File: src/rtl/bcd_updown_counter_display.sv
// Multi-digit BCD up/down counter with load, terminal-count pulse and a
// multiplexed, registered seven-segment driver (active-low AN/CA).
// Optional feature: define BCD_LZB_EN for leading-zero blanking.
module bcd_updown_counter_display #(
  parameter int unsigned NUM_DIGITS = 4,
  parameter int unsigned MOD_VALUE  = 10000,
  parameter int unsigned COUNT_DIV  = 100_000_000,
  parameter int unsigned SCAN_DIV   = 100_000
) (
  input  logic                    clk_i,
  input  logic                    rst_i,
  input  logic                    en_i,
  input  logic                    up_i,
  input  logic                    load_i,
  input  logic [4*NUM_DIGITS-1:0] load_val_i,
  output logic [4*NUM_DIGITS-1:0] count_o,
  output logic                    tc_o,
  output logic [7:0]              an_o,
  output logic [7:0]              ca_o
);

  localparam int unsigned W    = 4 * NUM_DIGITS;
  localparam int unsigned CntW = $clog2(COUNT_DIV);
  localparam int unsigned ScnW = $clog2(SCAN_DIV);

  // Elaboration-time binary to BCD conversion of the terminal value.
  function automatic logic [W-1:0] to_bcd(input int unsigned v);
    logic [W-1:0] r;
    int unsigned  t;
    r = '0;
    t = v;
    for (int i = 0; i < NUM_DIGITS; i++) begin
      r[4*i +: 4] = 4'(t % 10);
      t = t / 10;
    end
    return r;
  endfunction

  // Active-low {g,f,e,d,c,b,a} patterns for decimal digits.
  function automatic logic [6:0] seg7(input logic [3:0] d);
    logic [6:0] s;
    case (d)
      4'd0:    s = 7'h40;
      4'd1:    s = 7'h79;
      4'd2:    s = 7'h24;
      4'd3:    s = 7'h30;
      4'd4:    s = 7'h19;
      4'd5:    s = 7'h12;
      4'd6:    s = 7'h02;
      4'd7:    s = 7'h78;
      4'd8:    s = 7'h00;
      4'd9:    s = 7'h10;
      default: s = 7'h7F;
    endcase
    return s;
  endfunction

  localparam logic [W-1:0] MaxBcd = to_bcd(MOD_VALUE - 1);

  logic [CntW-1:0] cdiv_q, cdiv_d;
  logic [ScnW-1:0] sdiv_q, sdiv_d;
  logic [2:0]      idx_q, idx_d;
  logic [W-1:0]    count_q, count_d;
  logic            tc_q, tc_d;
  logic [7:0]      an_q, an_d, ca_q, ca_d;
  logic            count_tick, scan_tick;
  logic [W-1:0]    load_bcd, inc_bcd, dec_bcd;
  logic            carry, borrow;
  logic [3:0]      digit;
  logic            blank;

  assign count_tick = (cdiv_q == CntW'(COUNT_DIV - 1));
  assign scan_tick  = (sdiv_q == ScnW'(SCAN_DIV - 1));

  // Free-running prescalers and scan index advance.
  always_comb begin
    cdiv_d = count_tick ? '0 : cdiv_q + CntW'(1);
    sdiv_d = scan_tick ? '0 : sdiv_q + ScnW'(1);
    idx_d  = idx_q;
    if (scan_tick) idx_d = (idx_q == 3'(NUM_DIGITS - 1)) ? 3'd0 : idx_q + 3'd1;
  end

  // Load sanitising plus ripple BCD increment/decrement of the current count.
  always_comb begin
    load_bcd = '0;
    inc_bcd  = count_q;
    dec_bcd  = count_q;
    carry    = 1'b1;
    borrow   = 1'b1;
    for (int i = 0; i < NUM_DIGITS; i++) begin
      load_bcd[4*i +: 4] = (load_val_i[4*i +: 4] > 4'd9) ? 4'd0 : load_val_i[4*i +: 4];
      if (carry) begin
        if (count_q[4*i +: 4] == 4'd9) begin
          inc_bcd[4*i +: 4] = 4'd0;
        end else begin
          inc_bcd[4*i +: 4] = count_q[4*i +: 4] + 4'd1;
          carry = 1'b0;
        end
      end
      if (borrow) begin
        if (count_q[4*i +: 4] == 4'd0) begin
          dec_bcd[4*i +: 4] = 4'd9;
        end else begin
          dec_bcd[4*i +: 4] = count_q[4*i +: 4] - 4'd1;
          borrow = 1'b0;
        end
      end
    end
  end

  // Count next state: load beats an enabled tick; wraps raise TC.
  always_comb begin
    count_d = count_q;
    tc_d    = 1'b0;
    if (load_i) begin
      // BCD with valid digits orders the same as plain binary.
      count_d = (load_bcd > MaxBcd) ? '0 : load_bcd;
    end else if (count_tick && en_i) begin
      if (up_i) begin
        if (count_q == MaxBcd) begin
          count_d = '0;
          tc_d    = 1'b1;
        end else begin
          count_d = inc_bcd;
        end
      end else begin
        if (count_q == '0) begin
          count_d = MaxBcd;
          tc_d    = 1'b1;
        end else begin
          count_d = dec_bcd;
        end
      end
    end
  end

`ifdef BCD_LZB_EN
  logic [2:0] msd;
  // Most significant non-zero digit; digit 0 is never blanked.
  always_comb begin
    msd = 3'd0;
    for (int i = 1; i < NUM_DIGITS; i++) begin
      if (count_q[4*i +: 4] != 4'd0) msd = 3'(i);
    end
  end
  assign blank = (idx_q > msd);
`else
  assign blank = 1'b0;
`endif

  // Anode/segment decode from one index so both change on the same edge.
  always_comb begin
    digit = 4'd0;
    an_d  = 8'hFF;
    for (int i = 0; i < NUM_DIGITS; i++) begin
      if (idx_q == 3'(i)) begin
        digit   = count_q[4*i +: 4];
        an_d[i] = 1'b0;
      end
    end
    ca_d = {1'b1, seg7(digit)};
    if (blank) begin
      an_d = 8'hFF;
      ca_d = 8'hFF;
    end
  end

  // State registers, all cleared asynchronously.
  always_ff @(posedge clk_i or posedge rst_i) begin
    if (rst_i) begin
      cdiv_q  <= '0;
      sdiv_q  <= '0;
      idx_q   <= 3'd0;
      count_q <= '0;
      tc_q    <= 1'b0;
      an_q    <= 8'hFF;
      ca_q    <= 8'hFF;
    end else begin
      cdiv_q  <= cdiv_d;
      sdiv_q  <= sdiv_d;
      idx_q   <= idx_d;
      count_q <= count_d;
      tc_q    <= tc_d;
      an_q    <= an_d;
      ca_q    <= ca_d;
    end
  end

  assign count_o = count_q;
  assign tc_o    = tc_q;
  assign an_o    = an_q;
  assign ca_o    = ca_q;

endmodule

File: config.mk
export PLATFORM = sky130hd
export DESIGN_NAME = bcd_updown_counter_display
export DESIGN_NICKNAME = d
export VERILOG_FILES = /design/src/rtl/bcd_updown_counter_display.sv
export SDC_FILE = /design/constraint.sdc
export NUM_CORES = 1
export LEC_CHECK = 0
export CORE_AREA = 5 5 104 106
export DETAILED_ROUTE_END_ITERATION = 6
export DIE_AREA = 0 0 109 111
export DONT_BUFFER_PORTS = 1
export HOLD_SLACK_MARGIN = 0.08
export SYNTH_ARGS = -nofsm -noshare
export SYNTH_HDL_FRONTEND = slang
export SYNTH_SLANG_ARGS = --single-unit
File: constraint.sdc
create_clock -name clk_i -period 6.3 [get_ports clk_i]
set_input_delay 1.26 -clock clk_i [delete_from_list [all_inputs] [get_ports clk_i]]
set_output_delay 1.26 -clock clk_i [all_outputs]
set_load 0.005 [all_outputs]
==> flow_summary.toml <==
[clock_network]
cts.sink_count = 75
clkTransAtPathRegs_ns = 0.09
tritoncts = "yes"
clock_path_buffers = 2
cts-htree-levels = 3
clockRootBuffer = "sky130_fd_sc_hd__clkbuf_8"
worstSkewPairLatency_ns = 0.36
post_cts_resize_count = 0
cts_inserted_buffers = 9
buffers_inserted_by_post_cts_timing_repair = 0
hold_buffers = 0

[critical_path]
rrSetupSlack_ns = 3.58
criticalPathCategory = "reg2reg"
timing.rr.end = "ca_o[4]"
worst_setup_path_startpoint = "idx_q[0]"
kind_of_end_point_of_the_critical_path = "flip-flop"
crit_required_ns = 6.58
crit-reg2reg-launch = "idx_q[0]"
r2r_cells = 7
crit_path_end = "ca_o[4]"
start_kind = "flip-flop"
crit_fanout = 11
arrival_time_of_data_at_the_critical_path_endpoint_ns = 3.01

[power_and_ir_drop]
design_power_total_mw = 1.17
power.density_cell_area_mw_per_mm2 = 231
ir_drop_v = 0.000111
leakagePower_nw = 2.13

[synth]
synthTopCellsByArea = "sky130_fd_sc_hd__dfrtp_1, sky130_fd_sc_hd__dfstp_2, sky130_fd_sc_hd__ha_1"
synthArstFlopShare = 1.00
post_synthesis_area_per_instance_um2 = 9.29
netlist_top_cells_count = "sky130_fd_sc_hd__dfrtp_1, sky130_fd_sc_hd__nor2_1, sky130_fd_sc_hd__nand3_1"
synthDominantCellAreaShare = 0.335
netlist_area_mm2 = 0.00478
synth_seq_area_share = 0.396
most_used_flip_flop_cell_after_synthesis = "sky130_fd_sc_hd__dfrtp_1"
ys_ff_latch = 75
synth_area_leader_cell = "sky130_fd_sc_hd__dfrtp_1"
synth_warnings = 0
post_synthesis_cell_type_count = 72
synth_enable_flop_cells = 0
netlist_instances = 514
post-synth-top-count-cell = "sky130_fd_sc_hd__dfrtp_1"

[placed_design]
last_weighted_congestion_value_of_the_routability_driven_placer = 0.890
portBuffers = 0
placement.setup.worst_slack_ns = 3.58
dp_hpwl_um = 7610

[layout]
num-nets-final = 550
diodes = 0
drive_above_1_share = 0.0998
fillers = 907
area_delta_synth_final_pct = 6.52

[detailed_routing]
post_drt_wl_per_cell_um = 16.6
drc = 0
totalWireLength_um = 10700
detailedRoute.firstPassIterationCount = 4
vias_per_cell = 5.77
detailroute.via_count = 3713
detail_route.iter0.violations = 172
number_of_routed_nets_with_antenna_violations = 0

[floorplan]
core_area_mm2 = 0.00968
dieWidth_um = 109
design.portCount = 54
row_count = 36
start_util = 0.493
die_area_mm2 = 0.0121
die_h_um = 111

[timing]
report.final.hold_viol_count = 0
final.setup.worst_slack_ns = 3.58
slew_worst_pin_ns = 1.27
final_period_demand_of_the_worst_path_ns = 2.72
final.setup.tns_ns = 0
slew_violations = 0
max-slew-margin-rel = 0.145
final-setup-viol-count = 0
fmax_mhz = 367
final.period_utilization = 0.432
fin_worst_skew_ns = 0.0127
unrepaired_setup_endpoints_after_global_routing = "no"

[grt]
grt_max_degree = 76
grt_overflow = 0
first_global_vias = 3552
first_pass_grt_wire_length_um = 18000
globalRouteTotalUtil = 0.186
grt_antenna_before_repair = 0

[min_path]
hold_class = "reg2reg"

[status]
outcome = "completed"

[job]
max-cap-violations = 0
==> metal layers <==
metal  track usage  wire [µm]
met1         0.246       4780
met4        0.0606        187
met3        0.0472        653
met5             0          0
met2         0.294       5070
==> sequential cells by signal, summed over array words and instances, names as in the netlist <==
signal   cells
cdiv_q      27
an_o         4
tc_o         1
idx_q        3
count_o     16
ca_o         7
sdiv_q      17
==> per-stage QoR <==
step           hold WS [ns]  utilization  instances  area, µm²
3_3_place_gp          0.472        0.500        628       4840
2_1_floorplan         0.448            -        518       4790
5_1_grt               0.519        0.525        644       5090
4_1_cts               0.484        0.525        644       5090
3_5_place_dp          0.473        0.500        628       4840
6_report              0.481        0.525        644       5090
==> cells in the final DEF (no fill, tap or decap), drive strengths merged, types with 3 or more instances in the layout <==
master  netlist  final
ha           23     23
bufinv        0      3
nor4          9      9
o31a          3      3
nand2b        8      8
xor2          9      9
a31oi         8      8
a211o         3      3
nor2         41     41
o21ai        29     29
inv          25     25
xnor2        27     27
or3           3      3
dfrtp        64     64
o211ai        3      3
clkinv        1      4
nand3b        8      8
and3b         5      5
and4          6      6
dfstp        11     11
a311oi        3      3
nand3        39     39
mux2i         9      9
mux2          4      4
clkbuf       15     10
nor3         15     15
o21bai        4      4
nor3b         7      7
a21oi        20     20
nor4b         6      6
nor2b         6      6
and3         11     11
nand2        37     37
nand4        11     11
conb          1      5
==> how the worst min path moves through the flow <==
| stage | startpoint | end | slack, ns | cells past startpoint |
|---|---|---|---|---|
| 6_report | sdiv_q[0] | sdiv_q[0] | 0.48 | 1 |
| 5_1_grt | cdiv_q[0] | cdiv_q[0] | 0.52 | 1 |
| 4_1_cts | sdiv_q[0] | sdiv_q[0] | 0.48 | 1 |
| 3_5_place_dp | sdiv_q[0] | sdiv_q[0] | 0.47 | 1 |
| 3_3_place_gp | sdiv_q[0] | sdiv_q[0] | 0.47 | 1 |
| 2_1_floorplan | cdiv_q[0] | cdiv_q[0] | 0.45 | 1 |
==> power breakdown <==
| part | total (mW) | internal [mW] | switching [mW] |
|---|---|---|---|
| sequential | 0.556 | 0.508 | 0.0484 |
| combinational | 0.151 | 0.0649 | 0.0857 |
| clock | 0.468 | 0.275 | 0.194 |
==> cell families (layout without fill, tap and decap cells) <==
family / count (synthesis) / count (layout) / share of synthesized area
mux: 13 / 13 / 0.0291
xor+xnor: 36 / 36 / 0.0660
compound gates: 97 / 97 / 0.132
simple gates: 219 / 219 / 0.269
flops: 75 / 75 / 0.396
buf+inv: 50 / 43 / 0.0471
other cells: 1 / 5 / 0.000785
fa+ha+maj: 23 / 23 / 0.0602
==> cell type report <==
type | count | area, µm² | share of cell area
Multi-Input combinational cell | 393 | 2680 | 0.526
Timing Repair Buffer | 1 | 7.51 | 0.00148
Clock inverter | 6 | 113 | 0.0221
Sequential cell | 75 | 1890 | 0.372
Clock buffer | 10 | 138 | 0.0270
Tap cell | 133 | 166 | 0.0327
Inverter | 26 | 97.6 | 0.0192
==> worst max-delay path: stages, from the launching register on <==
cell                       delay (ns)
sky130_fd_sc_hd__dfrtp_1         0.41
sky130_fd_sc_hd__inv_1           0.12
sky130_fd_sc_hd__ha_1            0.21
sky130_fd_sc_hd__nor2b_1         0.20
sky130_fd_sc_hd__a221oi_1        0.11
sky130_fd_sc_hd__o21ai_0         1.02
sky130_fd_sc_hd__mux2_2          0.43
sky130_fd_sc_hd__a22oi_1         0.16
No activity file was read; power rests on OpenSTA's default activity.
